--- config.mk ---
export PLATFORM = sky130hd
export DESIGN_NAME = mem_access_bridge
export DESIGN_NICKNAME = d
export VERILOG_FILES = /design/src/rtl/mem_access_bridge.sv
export SDC_FILE = /design/constraint.sdc
export NUM_CORES = 1
export LEC_CHECK = 0
export ABC_AREA = 1
export BUFFER_PORTS_ARGS = -buffer_cell sky130_fd_sc_hd__buf_2
export CORE_ASPECT_RATIO = 0.6
export CORE_MARGIN = 4
export CORE_UTILIZATION = 52
export CTS_BUF_LIST = sky130_fd_sc_hd__clkbuf_8
export CTS_CLUSTER_SIZE = 40
export DETAILED_ROUTE_END_ITERATION = 8
export PLACE_DENSITY = 0.83
export SLEW_MARGIN = 10
export SYNTH_ARGS = -nofsm -noshare
export SYNTH_HDL_FRONTEND = slang
export SYNTH_SLANG_ARGS = --single-unit
--- constraint.sdc ---
create_clock -name clk -period 4.5 [get_ports clk]
set_input_delay 0.225 -clock clk [delete_from_list [all_inputs] [get_ports clk]]
set_output_delay 0.225 -clock clk [all_outputs]
set_load 0.02 [all_outputs]
--- src/rtl/mem_access_bridge.sv ---
// Memory-stage load/store bridge: turns M-stage load/store requests into single
// ack-handshaked word-bus transfers, stalling the pipeline until each one completes.
module mem_access_bridge #(
    parameter int unsigned TIMEOUT = 16
) (
    input  logic        clk,
    input  logic        rst,
    input  logic        memreadM,
    input  logic        memwriteM,
    input  logic [1:0]  memsizeM,
    input  logic        memsignedM,
    input  logic [31:0] aluoutM,
    input  logic [31:0] writedataM,
    output logic [31:0] readdataM,
    output logic        stallM,
    output logic        addr_errM,
    output logic        bus_errM,
    output logic        bus_req,
    output logic        bus_we,
    output logic [31:0] bus_addr,
    output logic [3:0]  bus_wstrb,
    output logic [31:0] bus_wdata,
    input  logic        bus_ack,
    input  logic [31:0] bus_rdata
);

    typedef enum logic [1:0] {IDLE, REQ, DONE} state_t;

    state_t      state_q, state_d;
    logic [7:0]  cnt_q, cnt_d;
    logic        bus_req_q, bus_req_d;
    logic        bus_we_q, bus_we_d;
    logic [31:0] bus_addr_q, bus_addr_d;
    logic [3:0]  bus_wstrb_q, bus_wstrb_d;
    logic [31:0] bus_wdata_q, bus_wdata_d;
    logic [31:0] readdata_q, readdata_d;
    logic        bus_err_q, bus_err_d;
    logic [1:0]  size_q, size_d;
    logic        signed_q, signed_d;
    logic [1:0]  lane_q, lane_d;
    logic        load_q, load_d;

    logic        access;
    logic        misaligned;
    logic [1:0]  lane;
    logic [3:0]  strb_c;
    logic [31:0] wdata_c;
    logic [7:0]  byte_sel;
    logic [15:0] half_sel;
    logic [31:0] load_ext;

    assign access = memreadM | memwriteM;
    assign lane   = aluoutM[1:0];

    // Reserved size 11 behaves exactly like a word access.
    always_comb begin
        misaligned = 1'b0;
        strb_c     = 4'b1111;
        wdata_c    = writedataM;
        case (memsizeM)
            2'b00: begin
                strb_c  = 4'b0001 << lane;
                wdata_c = {4{writedataM[7:0]}};
            end
            2'b01: begin
                misaligned = lane[0];
                strb_c     = 4'b0011 << {lane[1], 1'b0};
                wdata_c    = {2{writedataM[15:0]}};
            end
            default: misaligned = (lane != 2'b00);
        endcase
    end

    // Extraction uses the size/sign/lane captured when the request was accepted.
    assign byte_sel = bus_rdata[8*lane_q +: 8];
    assign half_sel = lane_q[1] ? bus_rdata[31:16] : bus_rdata[15:0];

    always_comb begin
        case (size_q)
            2'b00:   load_ext = {{24{signed_q & byte_sel[7]}}, byte_sel};
            2'b01:   load_ext = {{16{signed_q & half_sel[15]}}, half_sel};
            default: load_ext = bus_rdata;
        endcase
    end

    always_comb begin
        state_d     = state_q;
        cnt_d       = cnt_q;
        bus_req_d   = bus_req_q;
        bus_we_d    = bus_we_q;
        bus_addr_d  = bus_addr_q;
        bus_wstrb_d = bus_wstrb_q;
        bus_wdata_d = bus_wdata_q;
        readdata_d  = readdata_q;
        bus_err_d   = 1'b0;
        size_d      = size_q;
        signed_d    = signed_q;
        lane_d      = lane_q;
        load_d      = load_q;
        case (state_q)
            IDLE: begin
                if (access && !misaligned) begin
                    bus_req_d   = 1'b1;
                    bus_we_d    = memwriteM;
                    bus_addr_d  = {aluoutM[31:2], 2'b00};
                    bus_wstrb_d = strb_c;
                    bus_wdata_d = wdata_c;
                    size_d      = memsizeM;
                    signed_d    = memsignedM;
                    lane_d      = lane;
                    load_d      = memreadM & ~memwriteM;
                    cnt_d       = 8'd0;
                    state_d     = REQ;
                end
            end
            REQ: begin
                if (bus_ack) begin
                    bus_req_d = 1'b0;
                    if (load_q) readdata_d = load_ext;
                    state_d   = DONE;
                end else if (cnt_q == 8'(TIMEOUT - 1)) begin
                    bus_req_d  = 1'b0;
                    bus_err_d  = 1'b1;
                    readdata_d = 32'd0;
                    state_d    = DONE;
                end else begin
                    cnt_d = cnt_q + 8'd1;
                end
            end
            DONE:    state_d = IDLE;
            default: state_d = IDLE;
        endcase
    end

    always_ff @(posedge clk or posedge rst) begin
        if (rst) begin
            state_q     <= IDLE;
            cnt_q       <= 8'd0;
            bus_req_q   <= 1'b0;
            bus_we_q    <= 1'b0;
            bus_addr_q  <= 32'd0;
            bus_wstrb_q <= 4'd0;
            bus_wdata_q <= 32'd0;
            readdata_q  <= 32'd0;
            bus_err_q   <= 1'b0;
            size_q      <= 2'd0;
            signed_q    <= 1'b0;
            lane_q      <= 2'd0;
            load_q      <= 1'b0;
        end else begin
            state_q     <= state_d;
            cnt_q       <= cnt_d;
            bus_req_q   <= bus_req_d;
            bus_we_q    <= bus_we_d;
            bus_addr_q  <= bus_addr_d;
            bus_wstrb_q <= bus_wstrb_d;
            bus_wdata_q <= bus_wdata_d;
            readdata_q  <= readdata_d;
            bus_err_q   <= bus_err_d;
            size_q      <= size_d;
            signed_q    <= signed_d;
            lane_q      <= lane_d;
            load_q      <= load_d;
        end
    end

    assign stallM    = access & ~misaligned & (state_q != DONE);
    assign addr_errM = access & misaligned;
    assign readdataM = readdata_q;
    assign bus_errM  = bus_err_q;
    assign bus_req   = bus_req_q;
    assign bus_we    = bus_we_q;
    assign bus_addr  = bus_addr_q;
    assign bus_wstrb = bus_wstrb_q;
    assign bus_wdata = bus_wdata_q;

endmodule

==> flow_summary_export.csv, run 1 <==
group,metric,value,unit
final_layout,n_antenna_cell,0,
worst_setup_path,cpPeakStageDelay,690,ps
clock_network,post_cts_resized,0,
synth,netlist.area_leader.share,50.53,%
timing,slew_violations,0,
placed_design,dp_hpwl,12050,um
placed_design,place_area,6771,um2
clock_network,htree_levels,4,
status,outcome,"complete, no violations",
worst_setup_path,crit_chain,"nor2_1 > nand3b_4 > inv_2 > nand2_1 > nand2_1",
floorplan,dieArea,12950,um2
timing,relSlewSlack,31.90,%
timing,max_freq,0.4666,GHz
synth,synth_seq_area_share,50.53,%
power_and_ir_drop,switchingPower,2.386,mW
clock_network,path_clk_slew,80,ps
power_and_ir_drop,pwr-share-comb,44.3,%
routing,via_count,5817,
synth,yosys-top-cells-area,"dfrtp_1 51%, nand2_1 24%, o21ai_0 6.0%",
hold_path,hold_depth,3,
global_routing,grt_pass1_vias,5598,
worst_setup_path,cpMostUsedCell,"nand2_1",
timing,period_share,47.63,%
routing,drc,0,
global_routing,grt_overflow,0,
placed_design,placed_cells,1059,
worst_setup_path,worstSetupPathType,"reg -> reg",
worst_setup_path,crit_arrival,2510,ps
worst_setup_path,path_max_fanout,47,
routing,vias_per_cell,5.189,
placed_design,post-place-ws,2083,ps
power_and_ir_drop,swShare,45.76,%
clock_network,clk_path_buf_depth,2,
timing,worst_slew_pin_slew,1021,ps
clock_network,ctsHoldBuffers,30,
final_layout,finalNonFillerCells,1121,
clock_network,cts_made_buffers,17,
worst_setup_path,start_kind,"flip-flop",
floorplan,coreArea,10700,um2
job,drv_cap,0,
power_and_ir_drop,power.density,695.5,nW/um2
synth,synthCells,750,
timing,fin_crit,2143,ps
clock_network,clk_latency,430,ps
routing,wl_per_cell,15.97,um
synth,syn_area,5794,um2
final_layout,syn_to_final_growth,29.41,%
timing,rsz0062_at_grt,"no",
global_routing,grt_usage,27.89,%
worst_setup_path,cp_slowest_cell,"inv_2",
global_routing,grt_antenna_before_repair,2,
timing,holdWs,14.15,ps
routing,ant_nets,0,
worst_setup_path,crit_path_end_kind,"flip-flop",
synth,yosysWarnings,0,
worst_setup_path,critPathRequiredTime,4870,ps
clock_network,cts_tree,"built",
global_routing,grt_max_degree,87,
power_and_ir_drop,peakVddDrop,433.6,uV
routing,firstDrtPassIters,5,
placed_design,gp_congestion,0.9290,
placed_design,port_buffers,206,
floorplan,initial_core_util,54.13,%
worst_setup_path,r2r_cells,5,
synth,synthFlopType,"dfrtp_1",
power_and_ir_drop,p_int,2.829,mW
timing,finalSetupViolCount,0,
floorplan,io_pins,209,
hold_path,holdCritPathClass,"in -> reg",
power_and_ir_drop,seqPwrFrac,36.0,%
floorplan,fp.dieH,89.77,um
synth,synth_seq_cells,117,
power_and_ir_drop,total_power,5.215,mW
routing,drtIter0Drc,454,
timing,setup_ws,2357,ps
final_layout,stdcell_area,7498,um2
synth,synthTopCellsByCount,"373 x nand2_1, 117 x dfrtp_1, 69 x o21ai_0",
final_layout,drive_above_1_share,27.19,%
floorplan,row_count,29,
routing,drt_wl_total,17910,um
power_and_ir_drop,leakage,4.292,nW
synth,synth_edf_count,0,
final_layout,final_core_util,70.05,%
clock_network,cts_root_buffer,"clkbuf_8",
synth,yosysTopAreaCell,"dfrtp_1",
clock_network,post_cts_buffers,0,
clock_network,clock-sinks,117,
power_and_ir_drop,clkPwrFrac,19.6,%
floorplan,die_w,144.3,um
timing,tns,0,ps
synth,synth.distinct_cells,34,
timing,fin_skew,12.39,ps
timing,hold_viol_final,0,
synth,syn_area_per_cell,7.726,um2
synth,synth.most_common_cell,"nand2_1",
final_layout,final_nets,1074,
synth,async_reset_ff_share,100.0,%
global_routing,grt_pass1_wl,28500,um
==> critical path: cells and delay by family, from the launching register on <==
kind                   cells  cell delay (ps)
buffers and inverters      1              690
AND/OR/NAND/NOR            4              940
flip-flops                 1              430
==> cells by family (layout without fill, tap and decap cells) <==
kind of cell	count (synthesis)	after routing	synth area share (%)
buffers and inverters	73	304	7.061
muxes	1	1	0.1728
other	1	2	0.06472
xor gates and xnor gates	4	4	0.6047
AOI/OAI and AO/OA	120	120	10.54
DFF	117	117	50.53
adders and majority gates	1	1	0.2159
and+or+nand+nor	433	433	30.81
==> area by class of cell <==
type | count | area, um2
clock buffers | 18 | 247.7
flip-flops and latches | 117 | 2928
inverters | 34 | 153.9
repair buffers | 238 | 1346
well taps | 139 | 173.9
fillers | 876 | 3206
multi-input cells | 561 | 2470
clock inverters | 14 | 178.9
==> power groups by stage <==
stage / clock network (mW) / logic, mW / registers [mW]
final: 1.02 / 2.31 / 1.88
after global routing: 1.09 / 2.54 / 1.94
after CTS: 1.03 / 2.28 / 1.86
after detailed placement: 0 / 2.27 / 1.86
after global placement: 0 / 2.21 / 1.87
after floorplan: 0 / 1.09 / 2.31
==> worst paths after layout <==
| path | startpoint | end | slack (ps) |
|---|---|---|---|
| worst max register to register | state_q[1] | bus_addr[13] | 2360 |
| worst min register to register | bus_addr[6] | bus_addr[6] | 470 |
| worst min-delay path | aluoutM[10] | bus_addr[10] | 10 |
| worst max-delay path | state_q[1] | bus_addr[13] | 2360 |
| max in group asynchronous | rst | cnt_q[0] | 3460 |
| min in group asynchronous | rst | readdataM[3] | 50 |
==> routing by layer <==
layer,up-vias,GRT usage [%],share of wire (%)
met3,31,8.696,9.6
met4,4,7.764,1.8
met2,283,41.06,44
met1,2691,40.06,44
li1,2808,-,-
met5,-,0,0.15
==> layout by cell type, fill, tap and decap left out, types with 2 or more instances in the layout <==
cell type,count
o21ai_1,5
clkinvlp_4,3
inv_4,2
conb_1,2
o21ai_0,69
dlygate4sd3_1,30
nand2_1,373
inv_2,9
clkinv_4,6
bufinv_16,3
nor2_1,16
a21oi_1,42
buf_4,2
inv_1,21
nand4_1,2
buf_2,206
dfrtp_1,117
nor2_4,4
nand3_1,27
clkbuf_8,18
nand2_4,3
xor2_1,3
nand2_2,2
a211oi_1,2
==> state kept, by name, summed over array words and instances, names as in the netlist <==
signal / cells
bus_addr: 30
bus_errM: 1
bus_req: 1
bus_wdata: 32
bus_we: 1
bus_wstrb: 4
cnt_q: 8
lane_q: 2
load_q: 1
readdataM: 32
signed_q: 1
size_q: 2
state_q: 2
Note: power is estimated with default switching activity, not from simulation.
==> inputs of run 2 (changes only) <==
- clock period: 4.5 -> 2.23 ns (I/O delays scaled with it)
==> run 2 against run 1 <==
Sequential share of layout area down 1.6 points; critical path depth up 4; via count up 3.7%; hold slack better by 4.2 ps; sequential power up 97%; utilization up 3.0 points; clock power up 91%; count of clock-buffer cells in the layout up 1; design area up 4.3%; global-route usage up 1.0 points; die area unchanged; critical path type unchanged; critical endpoint is now readdataM[5]; largest cell class unchanged.
==> flow_summary_export.csv, run 2 (same netlist as run 1, synthesis figures left out) <==
group,metric,value,unit
floorplan,row_count,29,
final_layout,drive_above_1_share,26.90,%
job,drv_cap,0,
clock_network,clock-sinks,117,
floorplan,initial_core_util,54.13,%
timing,fin_crit,1848,ps
worst_setup_path,r2r-start,"cnt_q[0]",
worst_setup_path,crit_path_start,"cnt_q[0]",
global_routing,grt_max_degree,118,
power_and_ir_drop,swShare,45.84,%
worst_setup_path,crit_cells,9,
placed_design,port_buffers,206,
global_routing,use_met1,40.22,%
power_and_ir_drop,p_int,5.704,mW
worst_setup_path,cpMostUsedCell,"nand2_1",
global_routing,grt_busiest_layer,"met2",
routing,wl_per_cell,16.21,um
floorplan,coreArea,10700,um2
floorplan,die_w,144.3,um
routing,ant_nets,0,
routing,via_count,6032,
worst_setup_path,path_max_fanout,20,
final_layout,final_core_util,73.05,%
routing,drtIter0Drc,515,
floorplan,dieArea,12950,um2
clock_network,clk_latency,440,ps
power_and_ir_drop,clkPwrFrac,18.5,%
final_layout,syn_to_final_growth,34.94,%
final_layout,final_nets,1107,
worst_setup_path,crit_arrival,2210,ps
final_layout,final_common_cell,"nand2_1",
timing,worst_slew_pin_slew,629.4,ps
power_and_ir_drop,switchingPower,4.827,mW
placed_design,gp_congestion,0.9099,
clock_network,cts_tree,"built",
final_layout,n_antenna_cell,0,
timing,relSlewSlack,58.04,%
hold_path,hold_start,"bus_rdata[3]",
worst_setup_path,start_kind,"flip-flop",
worst_setup_path,critPathRequiredTime,2590,ps
power_and_ir_drop,pwr-share-comb,46.3,%
power_and_ir_drop,seqPwrFrac,35.2,%
worst_setup_path,r2r_cells,9,
global_routing,grt_use_met2,41.76,%
worst_setup_path,reg2reg_slack,380,ps
worst_setup_path,worstSetupPathType,"reg -> reg",
power_and_ir_drop,peakVddDrop,777.8,uV
routing,drc,0,
clock_network,cts_made_buffers,17,
clock_network,path_clk_slew,70,ps
worst_setup_path,crit_family,"simple AND/OR/NAND/NOR gates",
routing,firstDrtPassIters,8,
global_routing,grt_usage,28.91,%
timing,slew_violations,0,
worst_setup_path,worst-path-buf-inv,2,
timing,fin_skew,12.88,ps
final_layout,layout_common_cells,"373 x nand2_1, 206 x buf_2, 117 x dfrtp_1",
timing,finalSetupViolCount,0,
timing,tns,0,ps
global_routing,grt_pass1_wl,29770,um
global_routing,grt.met3_usage,10.45,%
floorplan,fp.dieH,89.77,um
worst_setup_path,worst_r2r_endpoint,"readdataM[5]",
hold_path,holdCritPathClass,"in -> reg",
worst_setup_path,crit_path_end,"readdataM[5]",
worst_setup_path,crit_chain,"ha_1 > nand2_1 > nor2_4 > nand2_4 > inv_2 > nor2_4 > buf_12 > nand2_1 > nand2_1",
global_routing,grt_antenna_before_repair,1,
floorplan,io_pins,209,
global_routing,grt_pass1_vias,5851,
routing,drt_wl_total,18710,um
timing,rsz0062_at_grt,"no",
power_and_ir_drop,leakage,4.432,nW
timing,max_freq,0.5412,GHz
clock_network,cts_root_buffer,"clkbuf_8",
worst_setup_path,cp_slowest_cell,"dfrtp_1",
power_and_ir_drop,total_power,10.53,mW
clock_network,htree_levels,4,
power_and_ir_drop,power.density,1347,nW/um2
timing,hold_viol_final,0,
global_routing,grt_overflow,0,
status,outcome,"complete, no violations",
placed_design,dp_hpwl,11940,um
clock_network,clk_path_buf_depth,2,
worst_setup_path,crit_path_end_kind,"flip-flop",
routing,vias_per_cell,5.227,
timing,period_share,82.86,%
worst_setup_path,cpPeakStageDelay,410,ps
## run 2: changes by cell type in the layout (fill, tap and decap cells not counted), sizes merged
cell / change
clkinv: -2
dlygate4sd3: +26
buf: +7
clkbuf: +1
bufinv: -1
clkinvlp: +3
inv: -1
## run 2: final cells by class
| cell class | instances | area [um2] |
|---|---|---|
| clock inverters | 13 | 133.9 |
| multi-input cells | 561 | 2470 |
| clock buffers | 19 | 261.5 |
| repair buffers | 271 | 1697 |
| fillers | 796 | 2885 |
| well taps | 139 | 173.9 |
| inverters | 34 | 155.1 |
| flip-flops and latches | 117 | 2928 |
## run 2: stage by stage
| step | setup slack, ps | cell area, um2 | std cells | hold slack (ps) |
|---|---|---|---|---|
| floorplan | 691.1 | 5802 | 751 | 221.1 |
| global placement | 530.1 | 6863 | 1066 | 305.1 |
| detailed placement | 418.8 | 6863 | 1066 | 314.4 |
| CTS | 404.4 | 7819 | 1154 | 2.004 |
| global route | 279.7 | 7819 | 1154 | 26.37 |
| finish | 382.2 | 7819 | 1154 | 18.35 |
## run 2: worst min-delay path by stage
stage / cells past startpoint / slack [ps] / endpoint
detailed placement: 3 / 310 / bus_addr[16]
floorplan: 2 / 220 / bus_addr[10]
global route: 5 / 30 / readdataM[3]
finish: 5 / 20 / readdataM[3]
global placement: 3 / 310 / bus_addr[25]
CTS: 5 / 2 / readdataM[3]
## run 2: tightest hold or removal path, stage by stage
cell,delay (ps)
buf_2,90
nand2_1,50
nand3_1,70
nand2_1,40
nand2_1,50
## run 2: what timing repair did
item	4_1_cts	5_1_grt
resized for setup	0	0
endpoints found under the hold margin	173	0
hold buffers	56	0
buffers inserted	0	0
## run 2: power by group through the flow
stage          clock network [mW]  logic (mW)  registers [mW]
6_report                     1.95        4.88            3.71
5_1_grt                      2.07        5.34            3.80
4_1_cts                      1.96        4.79            3.66
3_5_place_dp                    0        4.73            3.65
3_3_place_gp                    0        4.62            3.68
2_1_floorplan                   0        2.20            4.67
## run 2: per-layer routing
metal / up-vias / part of all wire (%) / wire length [um]
met5: - / 0.037 / 7
met3: 64 / 11 / 2129
met1: 2725 / 42 / 7914
met2: 369 / 43 / 8127
met4: 2 / 2.8 / 529
li1: 2872 / - / -
==> inputs of run 3 (changes only) <==
- clock period: 2.23 -> 1.91 ns (I/O delays scaled with it)
==> run 3 against run 2 <==
Clock power increased by 11%; critical path type unchanged; setup slack got worse by 200 ps; combinational power increased by 18%; design area increased by 1.1%; non-clock buffer count increased by 11; clock skew increased by 2.6 ps; sequential share of layout area decreased by 0.40 points; fmax increased by 7.1%.
==> flow_summary_export.csv, run 3 (same netlist as run 1, synthesis figures left out) <==
group,metric,value,unit
status,outcome,"complete, no violations",
placed_design,port_buffers,206,
worst_setup_path,critPathRequiredTime,2210,ps
floorplan,initial_core_util,54.13,%
placed_design,gp_congestion,0.9402,
worst_setup_path,cp_slowest_cell,"dfrtp_1",
hold_path,holdCritPathClass,"in -> reg",
floorplan,row_count,29,
routing,drt_wl_total,19250,um
final_layout,final_common_cell,"nand2_1",
clock_network,cts_tree,"built",
clock_network,clk_latency,430,ps
worst_setup_path,crit_chain,"ha_1 > nand2_1 > nor2_4 > nand2_4 > inv_2 > nor2_4 > buf_12 > nand2_1 > o21ai_0",
global_routing,grt_max_degree,118,
timing,relSlewSlack,57.96,%
job,drv_cap,0,
worst_setup_path,worst-path-buf-inv,2,
timing,max_freq,0.5797,GHz
final_layout,stdcell_area,7904,um2
floorplan,dieArea,12950,um2
routing,drc,0,
global_routing,grt_pass1_vias,6044,
routing,firstDrtPassIters,6,
final_layout,fillerInstances,746,
routing,drtIter0Drc,694,
placed_design,placed_cells,1068,
routing,wl_per_cell,16.54,um
global_routing,grt_pass1_wl,31190,um
timing,hold_viol_final,0,
global_routing,grt_antenna_before_repair,2,
clock_network,htree_levels,4,
worst_setup_path,cpPeakStageDelay,390,ps
final_layout,layout_common_cells,"373 x nand2_1, 206 x buf_2, 117 x dfrtp_1",
clock_network,cts_root_buffer,"clkbuf_8",
floorplan,fp.dieH,89.77,um
power_and_ir_drop,peakVddDrop,1061,uV
timing,tns,0,ps
floorplan,io_pins,209,
power_and_ir_drop,leakage,4.476,nW
final_layout,multi_input_area,2470,um2
final_layout,drive_above_1_share,26.66,%
clock_network,clock-sinks,117,
global_routing,grt_overflow,0,
clock_network,path_clk_slew,80,ps
worst_setup_path,start_kind,"flip-flop",
worst_setup_path,crit_arrival,2020,ps
power_and_ir_drop,power.density,1553,nW/um2
floorplan,coreArea,10700,um2
final_layout,final_nets,1118,
final_layout,finalNonFillerCells,1164,
timing,finalSetupViolCount,0,
final_layout,register_area,2928,um2
clock_network,cts_made_buffers,17,
clock_network,clk_path_buf_depth,2,
routing,via_count,6214,
timing,rsz0062_at_grt,"no",
timing,fin_skew,15.50,ps
final_layout,syn_to_final_growth,36.41,%
worst_setup_path,crit_path_end_kind,"flip-flop",
clock_network,post_cts_resized,0,
worst_setup_path,crit_family,"simple AND/OR/NAND/NOR gates",
placed_design,place_area,6878,um2
routing,ant_nets,0,
floorplan,die_w,144.3,um
worst_setup_path,worstSetupPathType,"reg -> reg",
timing,slew_violations,0,
timing,worst_slew_pin_slew,630.6,ps
placed_design,dp_hpwl,12040,um
worst_setup_path,path_max_fanout,32,
final_layout,final_core_util,73.84,%
routing,vias_per_cell,5.338,
global_routing,grt_usage,30.24,%
timing,period_share,90.31,%
timing,fin_crit,1725,ps
run 3: worst register-to-register path, cell delays in order (launching register included):
cell and delay, ps:
dfrtp_1 390, ha_1 310, nand2_1 180, nor2_4 140, nand2_4 130, inv_2 110
nor2_4 40, buf_12 170, nand2_1 60, o21ai_0 70
run 3: metal layers:
| layer | vias up | wire [um] | share of wire [%] | track usage, % |
|---|---|---|---|---|
| met1 | 2848 | 7889 | 41 | 41.20 |
| met5 | - | 11 | 0.057 | 0 |
| li1 | 2887 | - | - | - |
| met4 | 2 | 694 | 3.6 | 13.12 |
| met2 | 410 | 8439 | 44 | 43.54 |
| met3 | 67 | 2215 | 12 | 10.87 |
run 3: repair_timing:
action                                 CTS  global route
hold buffers                            65             0
buffers inserted                         0             0
endpoints found under the hold margin  182             0
run 3: worst paths after layout:
| kind | end | from | cells past startpoint | slack, ps |
|---|---|---|---|---|
| worst min-delay path | readdataM[10] | bus_rdata[10] | 5 | 20 |
| min in group asynchronous | readdataM[21] | rst | 4 | 390 |
| worst min register to register | readdataM[4] | readdataM[4] | 2 | 470 |
| max in group asynchronous | bus_addr[27] | rst | 4 | 1030 |
| worst max register to register | readdataM[0] | cnt_q[0] | 9 | 190 |
| worst max-delay path | readdataM[0] | cnt_q[0] | 9 | 190 |
run 3: cell type report:
cell class	instances	share of cell area, %
Inverter	34	1.963
Clock buffer	19	3.309
Tap cell	139	2.200
Multi-Input combinational cell	561	31.25
Timing Repair Buffer	282	22.80
Clock inverter	11	1.409
Sequential cell	117	37.04
Antenna cell	1	0.03166
run 3: report_power, final:
part / internal (mW) / switching, mW
Clock: 1.20 / 0.971
Sequential: 3.59 / 0.775
Combinational: 1.88 / 3.86
run 3: through the flow:
stage / hold slack [ps] / worst slack (ps) / power, mW
after floorplan: 205.1 / 387.1 / 8.016
after global placement: 288.5 / 343.4 / 9.711
after detailed placement: 293.6 / 229.0 / 9.813
after CTS: 0.7611 / 216.5 / 12.11
after global routing: 26.46 / 116.3 / 13.07
final: 20.96 / 185.1 / 12.27
